### src/rtl/alu_seq_ctrl_if.sv
// Request/response bundle between the instruction control unit and the
// ALU issue/sequencing controller.
interface alu_seq_ctrl_if #(
  parameter int WIDTH = 32
);
  logic             in_valid;
  logic             in_ready;
  logic [3:0]       in_op;
  logic [WIDTH-1:0] in_a;
  logic [WIDTH-1:0] in_b;
  logic             out_valid;
  logic             out_ready;
  logic [WIDTH-1:0] out_lo;
  logic [WIDTH-1:0] out_hi;
  logic             out_err;
  logic             out_dz;

  modport master (
    output in_valid, in_op, in_a, in_b, out_ready,
    input  in_ready, out_valid, out_lo, out_hi, out_err, out_dz
  );

  modport slave (
    input  in_valid, in_op, in_a, in_b, out_ready,
    output in_ready, out_valid, out_lo, out_hi, out_err, out_dz
  );
endinterface

### src/rtl/alu_seq_ctrl.sv
// Issue/sequencing controller for the shared combinational ALU.
// Single-cycle ops are dispatched to the external ALU. MUL (signed Booth)
// and DIV (unsigned restoring) run iteratively in this block. ITER is
// expected to equal WIDTH.
module alu_seq_ctrl #(
  parameter int WIDTH = 32,
  parameter int ITER  = 32
) (
  input  logic             clock,
  input  logic             clear,
  alu_seq_ctrl_if.slave    bus,
  output logic [WIDTH-1:0] alu_a,
  output logic [WIDTH-1:0] alu_b,
  output logic [3:0]       alu_op,
  input  logic [WIDTH-1:0] alu_result,
  output logic             busy
);
  localparam int CW = (ITER > 1) ? $clog2(ITER) : 1;
  localparam logic [CW-1:0] LAST = CW'(ITER - 1);
  localparam logic [3:0] OP_DIV = 4'b0011;
  localparam logic [3:0] OP_MUL = 4'b0100;

  typedef enum logic [2:0] {IDLE, EXEC, MULRUN, DIVRUN, DONE} state_t;
  state_t state, state_nxt;

  logic             accept;
  logic             single_op;
  logic [WIDTH-1:0] a_q, b_q;
  logic [WIDTH:0]   p;
  logic [WIDTH-1:0] q;
  logic             qm1;
  logic [CW-1:0]    cnt;
  logic             fin;
  logic [WIDTH-1:0] lo_q, hi_q;
  logic             err_q, dz_q;
  logic [WIDTH:0]   a_ext, booth_sum, rem_shift, rem_sub;

  assign accept    = bus.in_valid && (state == IDLE);
  assign a_ext     = {a_q[WIDTH-1], a_q};
  assign rem_shift = {p[WIDTH-1:0], q[WIDTH-1]};
  assign rem_sub   = rem_shift - {1'b0, b_q};

  assign bus.out_lo  = lo_q;
  assign bus.out_hi  = hi_q;
  assign bus.out_err = err_q;
  assign bus.out_dz  = dz_q;

  // Classify the incoming opcode as one the external ALU handles in one cycle
  always_comb begin
    single_op = 1'b0;
    case (bus.in_op)
      4'b0001, 4'b0010, 4'b0101, 4'b0110, 4'b0111,
      4'b1000, 4'b1001, 4'b1010, 4'b1011: single_op = 1'b1;
      default: single_op = 1'b0;
    endcase
  end

  // Booth recoding of the current multiplier bit pair into add/sub/hold
  always_comb begin
    booth_sum = p;
    case ({q[0], qm1})
      2'b10:   booth_sum = p - a_ext;
      2'b01:   booth_sum = p + a_ext;
      default: booth_sum = p;
    endcase
  end

  // State register; clear aborts any operation in flight
  always_ff @(posedge clock or negedge clear) begin
    if (!clear) state <= IDLE;
    else        state <= state_nxt;
  end

  // Next-state selection
  always_comb begin
    state_nxt = state;
    case (state)
      IDLE: begin
        if (accept) begin
          if (single_op)                state_nxt = EXEC;
          else if (bus.in_op == OP_MUL) state_nxt = MULRUN;
          else if (bus.in_op == OP_DIV) state_nxt = DIVRUN;
          else                          state_nxt = DONE;
        end
      end
      EXEC:    state_nxt = DONE;
      MULRUN:  if (fin) state_nxt = DONE;
      DIVRUN:  if (fin) state_nxt = DONE;
      DONE:    if (bus.out_ready) state_nxt = IDLE;
      default: state_nxt = IDLE;
    endcase
  end

  // Handshake and status outputs decoded from the current state
  always_comb begin
    bus.in_ready  = (state == IDLE);
    bus.out_valid = (state == DONE);
    busy          = (state != IDLE);
  end

  // Operand latching, ALU dispatch, iterative MUL/DIV and result capture
  always_ff @(posedge clock or negedge clear) begin
    if (!clear) begin
      a_q    <= '0;
      b_q    <= '0;
      p      <= '0;
      q      <= '0;
      qm1    <= 1'b0;
      cnt    <= '0;
      fin    <= 1'b0;
      lo_q   <= '0;
      hi_q   <= '0;
      err_q  <= 1'b0;
      dz_q   <= 1'b0;
      alu_a  <= '0;
      alu_b  <= '0;
      alu_op <= 4'b0000;
    end else begin
      case (state)
        IDLE: begin
          if (accept) begin
            a_q   <= bus.in_a;
            b_q   <= bus.in_b;
            err_q <= 1'b0;
            dz_q  <= 1'b0;
            cnt   <= '0;
            fin   <= 1'b0;
            qm1   <= 1'b0;
            if (single_op) begin
              alu_a  <= bus.in_a;
              alu_b  <= bus.in_b;
              alu_op <= bus.in_op;
            end else if (bus.in_op == OP_MUL) begin
              p <= '0;
              q <= bus.in_b;
            end else if (bus.in_op == OP_DIV) begin
              p <= '0;
              q <= bus.in_a;
            end else begin
              lo_q  <= '0;
              hi_q  <= '0;
              err_q <= 1'b1;
            end
          end
        end
        EXEC: begin
          lo_q   <= alu_result;
          hi_q   <= '0;
          alu_op <= 4'b0000;
        end
        MULRUN: begin
          if (!fin) begin
            p   <= {booth_sum[WIDTH], booth_sum[WIDTH:1]};
            q   <= {booth_sum[0], q[WIDTH-1:1]};
            qm1 <= q[0];
            cnt <= cnt + 1'b1;
            fin <= (cnt == LAST);
          end else begin
            hi_q <= p[WIDTH-1:0];
            lo_q <= q;
          end
        end
        DIVRUN: begin
          if (!fin) begin
            if (rem_sub[WIDTH]) begin
              p <= rem_shift;
              q <= {q[WIDTH-2:0], 1'b0};
            end else begin
              p <= rem_sub;
              q <= {q[WIDTH-2:0], 1'b1};
            end
            cnt <= cnt + 1'b1;
            fin <= (cnt == LAST);
          end else begin
            lo_q <= q;
            hi_q <= p[WIDTH-1:0];
            dz_q <= (b_q == '0);
          end
        end
        default: ;
      endcase
    end
  end
endmodule

### src/flat_wrapper.sv
// flat-port wrapper written by rule: the top's interface ports become plain ports
module alu_seq_ctrl_flat 
#(
  parameter int WIDTH = 32,
  parameter int ITER  = 32
)
  (clock, clear, alu_a, alu_b, alu_op, alu_result, busy, bus_in_valid, bus_in_op, bus_in_a, bus_in_b, bus_out_ready, bus_in_ready, bus_out_valid, bus_out_lo, bus_out_hi, bus_out_err, bus_out_dz);
  alu_seq_ctrl_if #(.WIDTH(WIDTH)) bus_i ();
  input  logic clock;
  input  logic clear;
  output logic [WIDTH-1:0] alu_a;
  output logic [WIDTH-1:0] alu_b;
  output logic [3:0] alu_op;
  input  logic [WIDTH-1:0] alu_result;
  output logic busy;
  input wire logic [$bits(bus_i.in_valid)-1:0] bus_in_valid;
  input wire logic [$bits(bus_i.in_op)-1:0] bus_in_op;
  input wire logic [$bits(bus_i.in_a)-1:0] bus_in_a;
  input wire logic [$bits(bus_i.in_b)-1:0] bus_in_b;
  input wire logic [$bits(bus_i.out_ready)-1:0] bus_out_ready;
  output wire logic [$bits(bus_i.in_ready)-1:0] bus_in_ready;
  output wire logic [$bits(bus_i.out_valid)-1:0] bus_out_valid;
  output wire logic [$bits(bus_i.out_lo)-1:0] bus_out_lo;
  output wire logic [$bits(bus_i.out_hi)-1:0] bus_out_hi;
  output wire logic [$bits(bus_i.out_err)-1:0] bus_out_err;
  output wire logic [$bits(bus_i.out_dz)-1:0] bus_out_dz;
  assign bus_i.in_valid = bus_in_valid;
  assign bus_i.in_op = bus_in_op;
  assign bus_i.in_a = bus_in_a;
  assign bus_i.in_b = bus_in_b;
  assign bus_i.out_ready = bus_out_ready;
  assign bus_in_ready = bus_i.in_ready;
  assign bus_out_valid = bus_i.out_valid;
  assign bus_out_lo = bus_i.out_lo;
  assign bus_out_hi = bus_i.out_hi;
  assign bus_out_err = bus_i.out_err;
  assign bus_out_dz = bus_i.out_dz;
  alu_seq_ctrl #(.WIDTH(WIDTH), .ITER(ITER)) u_core (.clock(clock), .clear(clear), .bus(bus_i), .alu_a(alu_a), .alu_b(alu_b), .alu_op(alu_op), .alu_result(alu_result), .busy(busy));
endmodule
### config.mk
export PLATFORM = sky130hd
export DESIGN_NAME = alu_seq_ctrl_flat
export DESIGN_NICKNAME = d
export VERILOG_FILES = /design/src/rtl/alu_seq_ctrl_if.sv /design/src/rtl/alu_seq_ctrl.sv /design/src/flat_wrapper.sv
export SDC_FILE = /design/constraint.sdc
export NUM_CORES = 1
export LEC_CHECK = 0
export CAP_MARGIN = 20
export CORE_ASPECT_RATIO = 2
export CORE_MARGIN = 8
export CORE_UTILIZATION = 56
export CTS_CLUSTER_DIAMETER = 40
export DETAILED_ROUTE_END_ITERATION = 8
export PLACE_DENSITY = 0.86
export SLEW_MARGIN = 10
export SYNTH_ARGS = -nofsm -noshare
export SYNTH_HDL_FRONTEND = slang
export SYNTH_SLANG_ARGS = --single-unit
### constraint.sdc
create_clock -name clock -period 4.6 [get_ports clock]
set_input_delay 1.15 -clock clock [delete_from_list [all_inputs] [get_ports clock]]
set_output_delay 1.15 -clock clock [all_outputs]
set_load 0.01 [all_outputs]
==> impl_metrics.prom <==
# TYPE chip_impl_metric gauge
chip_impl_info{name="status",value="completed"} 1
chip_impl_metric{name="clock_path_buffers",unit=""} 3
chip_impl_metric{name="dp_worst_setup_slack",unit="ns"} 0.350
chip_impl_metric{name="data_arrival_time_of_the_worst_path",unit="ns"} 4.77
chip_impl_metric{name="core_region_area",unit="mm²"} 0.0288
chip_impl_metric{name="row_count",unit=""} 88
chip_impl_metric{name="worst_path_required_time",unit="ns"} 5.02
chip_impl_metric{name="slew-limit-headroom",unit="%"} 32.6
chip_impl_metric{name="synth.ff_latch_count",unit=""} 273
chip_impl_info{name="end_kind",value="register"} 1
chip_impl_metric{name="route.detailed.drc",unit=""} 0
chip_impl_info{name="setup_repair_after_global_routing_missed_its_margin",value="false"} 1
chip_impl_metric{name="layout-drive-gt1-share",unit="%"} 11.1
chip_impl_metric{name="tightestPinTransition",unit="ns"} 1.01
chip_impl_info{name="postSynth.topFlopCell",value="sky130_fd_sc_hd__dfrtp_1"} 1
chip_impl_metric{name="p_leak",unit="nW"} 9.13
chip_impl_metric{name="setup_ws",unit="ns"} 0.253
chip_impl_metric{name="max-vdd-ir-drop",unit="mV"} 0.654
chip_impl_metric{name="die_area",unit="mm²"} 0.0354
chip_impl_metric{name="worst-path-max-fanout",unit=""} 6
chip_impl_metric{name="synthesis.instances",unit=""} 1906
chip_impl_metric{name="routed_wirelength",unit="µm"} 63700
chip_impl_metric{name="cts_hold_repair.buffers",unit=""} 0
chip_impl_metric{name="die_width",unit="µm"} 137
chip_impl_metric{name="initial_core_util",unit="%"} 56.9
chip_impl_metric{name="mappedNetlistNets",unit=""} 2084
chip_impl_metric{name="timing.fmax",unit="GHz"} 0.230
chip_impl_metric{name="report.final.setup_viol",unit=""} 0
chip_impl_metric{name="cts_num_sinks",unit=""} 273
chip_impl_metric{name="synth_cell_types",unit=""} 69
chip_impl_info{name="critPathLaunchType",value="register"} 1
chip_impl_metric{name="grt_max_degree",unit=""} 112
chip_impl_metric{name="cts.reportedPaths.clkPinSlew",unit="ns"} 0.07
chip_impl_metric{name="vias_per_cell",unit=""} 6.44
chip_impl_metric{name="power.density",unit="mW/mm²"} 934
chip_impl_metric{name="drt_pre_antenna_iters",unit=""} 7
chip_impl_info{name="hold_class",value="register to register"} 1
chip_impl_metric{name="final_max_slew_viol_count",unit=""} 0
chip_impl_metric{name="maxCapViolations",unit=""} 0
chip_impl_metric{name="globalRouteTotalUtil",unit="%"} 36.1
chip_impl_metric{name="fillCellCount",unit=""} 2150
chip_impl_metric{name="wl_per_cell",unit="µm"} 25.3
chip_impl_metric{name="ant_nets",unit=""} 0
chip_impl_metric{name="post-place-cells",unit=""} 2454
chip_impl_metric{name="grt_first_pass_wirelength",unit="µm"} 96200
chip_impl_metric{name="drtIter0Drc",unit=""} 1542
chip_impl_metric{name="async_sr_flop_fraction",unit="%"} 100
chip_impl_metric{name="layout.nets",unit=""} 2305
chip_impl_metric{name="grt_antenna_before_repair",unit=""} 1
chip_impl_metric{name="io_pins",unit=""} 241
chip_impl_metric{name="final_cell_count_no_fill",unit=""} 2514
chip_impl_metric{name="port_buffers",unit=""} 240
chip_impl_metric{name="summed_instance_area_of_the_synthesized_netlist",unit="mm²"} 0.0164
chip_impl_metric{name="syn_to_final_growth",unit="%"} 24.7
chip_impl_metric{name="post-cts-setup-buffer-count",unit=""} 0
chip_impl_metric{name="num_vias",unit=""} 16201
chip_impl_metric{name="final.min_clock_period",unit="ns"} 4.35
chip_impl_metric{name="ys_warn_count",unit=""} 0
chip_impl_metric{name="grt-ovfl-total",unit=""} 0
chip_impl_metric{name="finalHoldViolations",unit=""} 0
chip_impl_metric{name="cts_made_buffers",unit=""} 31
chip_impl_metric{name="cts_h_tree_depth",unit=""} 1
chip_impl_metric{name="gp_congestion",unit=""} 1.06
chip_impl_metric{name="syn_avg_cell_area",unit="µm²"} 8.62
chip_impl_metric{name="dp.final_hpwl",unit="µm"} 47800
chip_impl_metric{name="floorplan.die.height",unit="µm"} 258
chip_impl_metric{name="yosysSeqAreaShare",unit="%"} 41.6
chip_impl_info{name="cts_tree",value="done"} 1
chip_impl_metric{name="clkLatencyLatePin",unit="ns"} 0.60
chip_impl_metric{name="count_of_flip_flops_with_a_built_in_enable_after_synthesis",unit=""} 0
chip_impl_metric{name="first_global_vias",unit=""} 16655
chip_impl_metric{name="finalCritPeriodShare",unit="%"} 94.5
chip_impl_info{name="cts_root_buffer_type",value="sky130_fd_sc_hd__clkbuf_16"} 1
chip_impl_info{name="path_class",value="register to register"} 1
chip_impl_metric{name="tns",unit="ns"} 0
chip_impl_metric{name="clock-skew-final",unit="ns"} 0.0246
-- flip-flops by register name (all words and copies together) (netlist names) --
signal / count
u_core.p: 33
u_core.a_q: 32
u_core.alu_a: 32
u_core.alu_b: 32
u_core.b_q: 32
u_core.bus.out_hi: 32
u_core.bus.out_lo: 32
u_core.q: 32
u_core.cnt: 5
u_core.alu_op: 4
u_core.state: 3
u_core.bus.out_dz: 1
u_core.bus.out_err: 1
u_core.fin: 1
u_core.qm1: 1
-- metrics by stage --
step / power (mW) / hold slack (ns) / util (%) / cell area [µm²]
after floorplan: 11.6 / 0.470 / - / 16400
after global placement: 15.8 / 0.453 / 67.2 / 19400
after detailed placement: 16.1 / 0.459 / 67.2 / 19400
after CTS: 18.8 / 0.473 / 70.9 / 20500
after global routing: 20.3 / 0.491 / 71.0 / 20500
final: 19.1 / 0.468 / 71.0 / 20500
-- final timing paths --
path                                                          end  depth (start not counted)  slack [ns]                               from
worst max-delay path                     u_core.p[18]$_DFFE_PN0P_                         16        0.25          u_core.a_q[0]$_DFFE_PN0P_
worst min-delay path            u_core.bus.out_hi[11]$_DFFE_PN0P_                          2        0.47  u_core.bus.out_hi[11]$_DFFE_PN0P_
worst max register to register           u_core.p[18]$_DFFE_PN0P_                         16        0.25          u_core.a_q[0]$_DFFE_PN0P_
worst min register to register  u_core.bus.out_hi[11]$_DFFE_PN0P_                          2        0.47  u_core.bus.out_hi[11]$_DFFE_PN0P_
max in group asynchronous       u_core.bus.out_hi[21]$_DFFE_PN0P_                          2        2.97                              clear
min in group asynchronous            u_core.alu_a[21]$_DFFE_PN0P_                          1        0.60                              clear
-- cells by family (layout without fill, tap and decap cells) --
family	after synthesis	count (layout)	share of synthesized area (%)
simple gates	728	728	19.2
compound gates	463	463	17.7
flops	273	273	41.6
buf+inv	177	423	4.11
mux	108	108	7.30
xor+xnor	83	83	4.43
fa+ha+maj	74	74	5.73
other cells	0	2	0
-- cells in the mapped netlist (5+ instances only) --
cell type,count,share of area [%]
sky130_fd_sc_hd__nor3b_1,7,0.32
sky130_fd_sc_hd__o22ai_1,6,0.23
sky130_fd_sc_hd__buf_1,16,0.37
sky130_fd_sc_hd__a21boi_0,5,0.23
sky130_fd_sc_hd__mux2_2,95,6.5
sky130_fd_sc_hd__a31oi_1,20,0.76
sky130_fd_sc_hd__o211ai_1,8,0.37
sky130_fd_sc_hd__nand4_1,12,0.46
sky130_fd_sc_hd__nand2_1,367,8.4
sky130_fd_sc_hd__a21o_1,18,0.82
sky130_fd_sc_hd__o21ai_0,173,5.3
sky130_fd_sc_hd__dfrtp_1,273,42
sky130_fd_sc_hd__mux2i_1,13,0.79
sky130_fd_sc_hd__nand2b_1,16,0.61
sky130_fd_sc_hd__inv_1,65,1.5
sky130_fd_sc_hd__xor2_1,47,2.5
sky130_fd_sc_hd__nor4_1,18,0.69
sky130_fd_sc_hd__xnor2_1,36,1.9
sky130_fd_sc_hd__ha_1,72,5.5
sky130_fd_sc_hd__and3_1,6,0.23
sky130_fd_sc_hd__a21oi_1,98,3.0
sky130_fd_sc_hd__nor2_1,153,3.5
sky130_fd_sc_hd__clkbuf_1,90,2.1
sky130_fd_sc_hd__a22o_1,9,0.48
sky130_fd_sc_hd__a221oi_1,38,2.0
sky130_fd_sc_hd__nand3_1,88,2.7
sky130_fd_sc_hd__and2_1,9,0.34
sky130_fd_sc_hd__a211oi_1,22,1.0
sky130_fd_sc_hd__nor2b_1,9,0.34
sky130_fd_sc_hd__a222oi_1,5,0.30
sky130_fd_sc_hd__nor3_1,24,0.73
sky130_fd_sc_hd__o21a_1,9,0.41
sky130_fd_sc_hd__o31ai_1,10,0.46
-- cell usage in the layout, fill, tap and decap left out, types with 10 or more instances in the layout --
| cell type | instances |
|---|---|
| sky130_fd_sc_hd__a211oi_1 | 22 |
| sky130_fd_sc_hd__clkdlybuf4s50_1 | 239 |
| sky130_fd_sc_hd__o31ai_1 | 10 |
| sky130_fd_sc_hd__nor2_1 | 151 |
| sky130_fd_sc_hd__nand2b_1 | 15 |
| sky130_fd_sc_hd__a31oi_1 | 20 |
| sky130_fd_sc_hd__buf_4 | 56 |
| sky130_fd_sc_hd__xnor2_1 | 36 |
| sky130_fd_sc_hd__dfrtp_1 | 272 |
| sky130_fd_sc_hd__nand4_1 | 12 |
| sky130_fd_sc_hd__xor2_1 | 46 |
| sky130_fd_sc_hd__mux2_2 | 95 |
| sky130_fd_sc_hd__nor3_1 | 23 |
| sky130_fd_sc_hd__a21o_1 | 18 |
| sky130_fd_sc_hd__o21ai_0 | 173 |
| sky130_fd_sc_hd__nand2_1 | 367 |
| sky130_fd_sc_hd__a221oi_1 | 38 |
| sky130_fd_sc_hd__clkbuf_16 | 31 |
| sky130_fd_sc_hd__nand3_1 | 88 |
| sky130_fd_sc_hd__nor4_1 | 17 |
| sky130_fd_sc_hd__ha_1 | 72 |
| sky130_fd_sc_hd__mux2i_1 | 13 |
| sky130_fd_sc_hd__inv_1 | 65 |
| sky130_fd_sc_hd__a21oi_1 | 98 |
-- metal layers --
metal  share of wire [%]  global-route usage (%)
met1                  30                    34.6
met2                  51                    62.4
met3                 8.2                    8.13
met4                  11                    32.0
met5                   0                       0
-- power by group --
part / internal [mW] / total [mW] / switching [mW]
clock: 1.43 / 2.57 / 1.14
combinational: 4.87 / 12.0 / 7.09
sequential: 3.53 / 4.59 / 1.06
-- repair_timing --
item                       in CTS  in global routing
setup endpoints to repair       0                  9
gates resized for setup         0                  3
hold endpoints to repair        0                  0
-- layout make-up --
cell class	count	area [µm²]	area share, %
multi-input cells	1456	8980	43.8
flip-flops and latches	273	6830	33.4
repair buffers	299	2890	14.1
clock buffers	34	807	3.94
well taps	360	450	2.20
clock inverters	24	273	1.33
inverters	66	248	1.21
diodes	2	5.00	0.0244
-- critical path: stages, from the launching register on --
cell	delay [ns]
sky130_fd_sc_hd__dfrtp_1	0.43
sky130_fd_sc_hd__inv_1	0.09
sky130_fd_sc_hd__ha_1	0.21
sky130_fd_sc_hd__nor3b_1	0.14
sky130_fd_sc_hd__buf_4	0.16
sky130_fd_sc_hd__a31oi_1	0.19
sky130_fd_sc_hd__xor2_1	0.55
sky130_fd_sc_hd__ha_1	0.41
sky130_fd_sc_hd__a21o_1	0.22
sky130_fd_sc_hd__a31oi_1	0.29
sky130_fd_sc_hd__o221a_2	0.31
sky130_fd_sc_hd__a21oi_1	0.16
sky130_fd_sc_hd__a211oi_1	0.34
sky130_fd_sc_hd__xor2_1	0.25
sky130_fd_sc_hd__o22ai_1	0.12
sky130_fd_sc_hd__a221oi_1	0.22
sky130_fd_sc_hd__o21ai_0	0.10
Note: power is estimated with default switching activity, not from simulation.
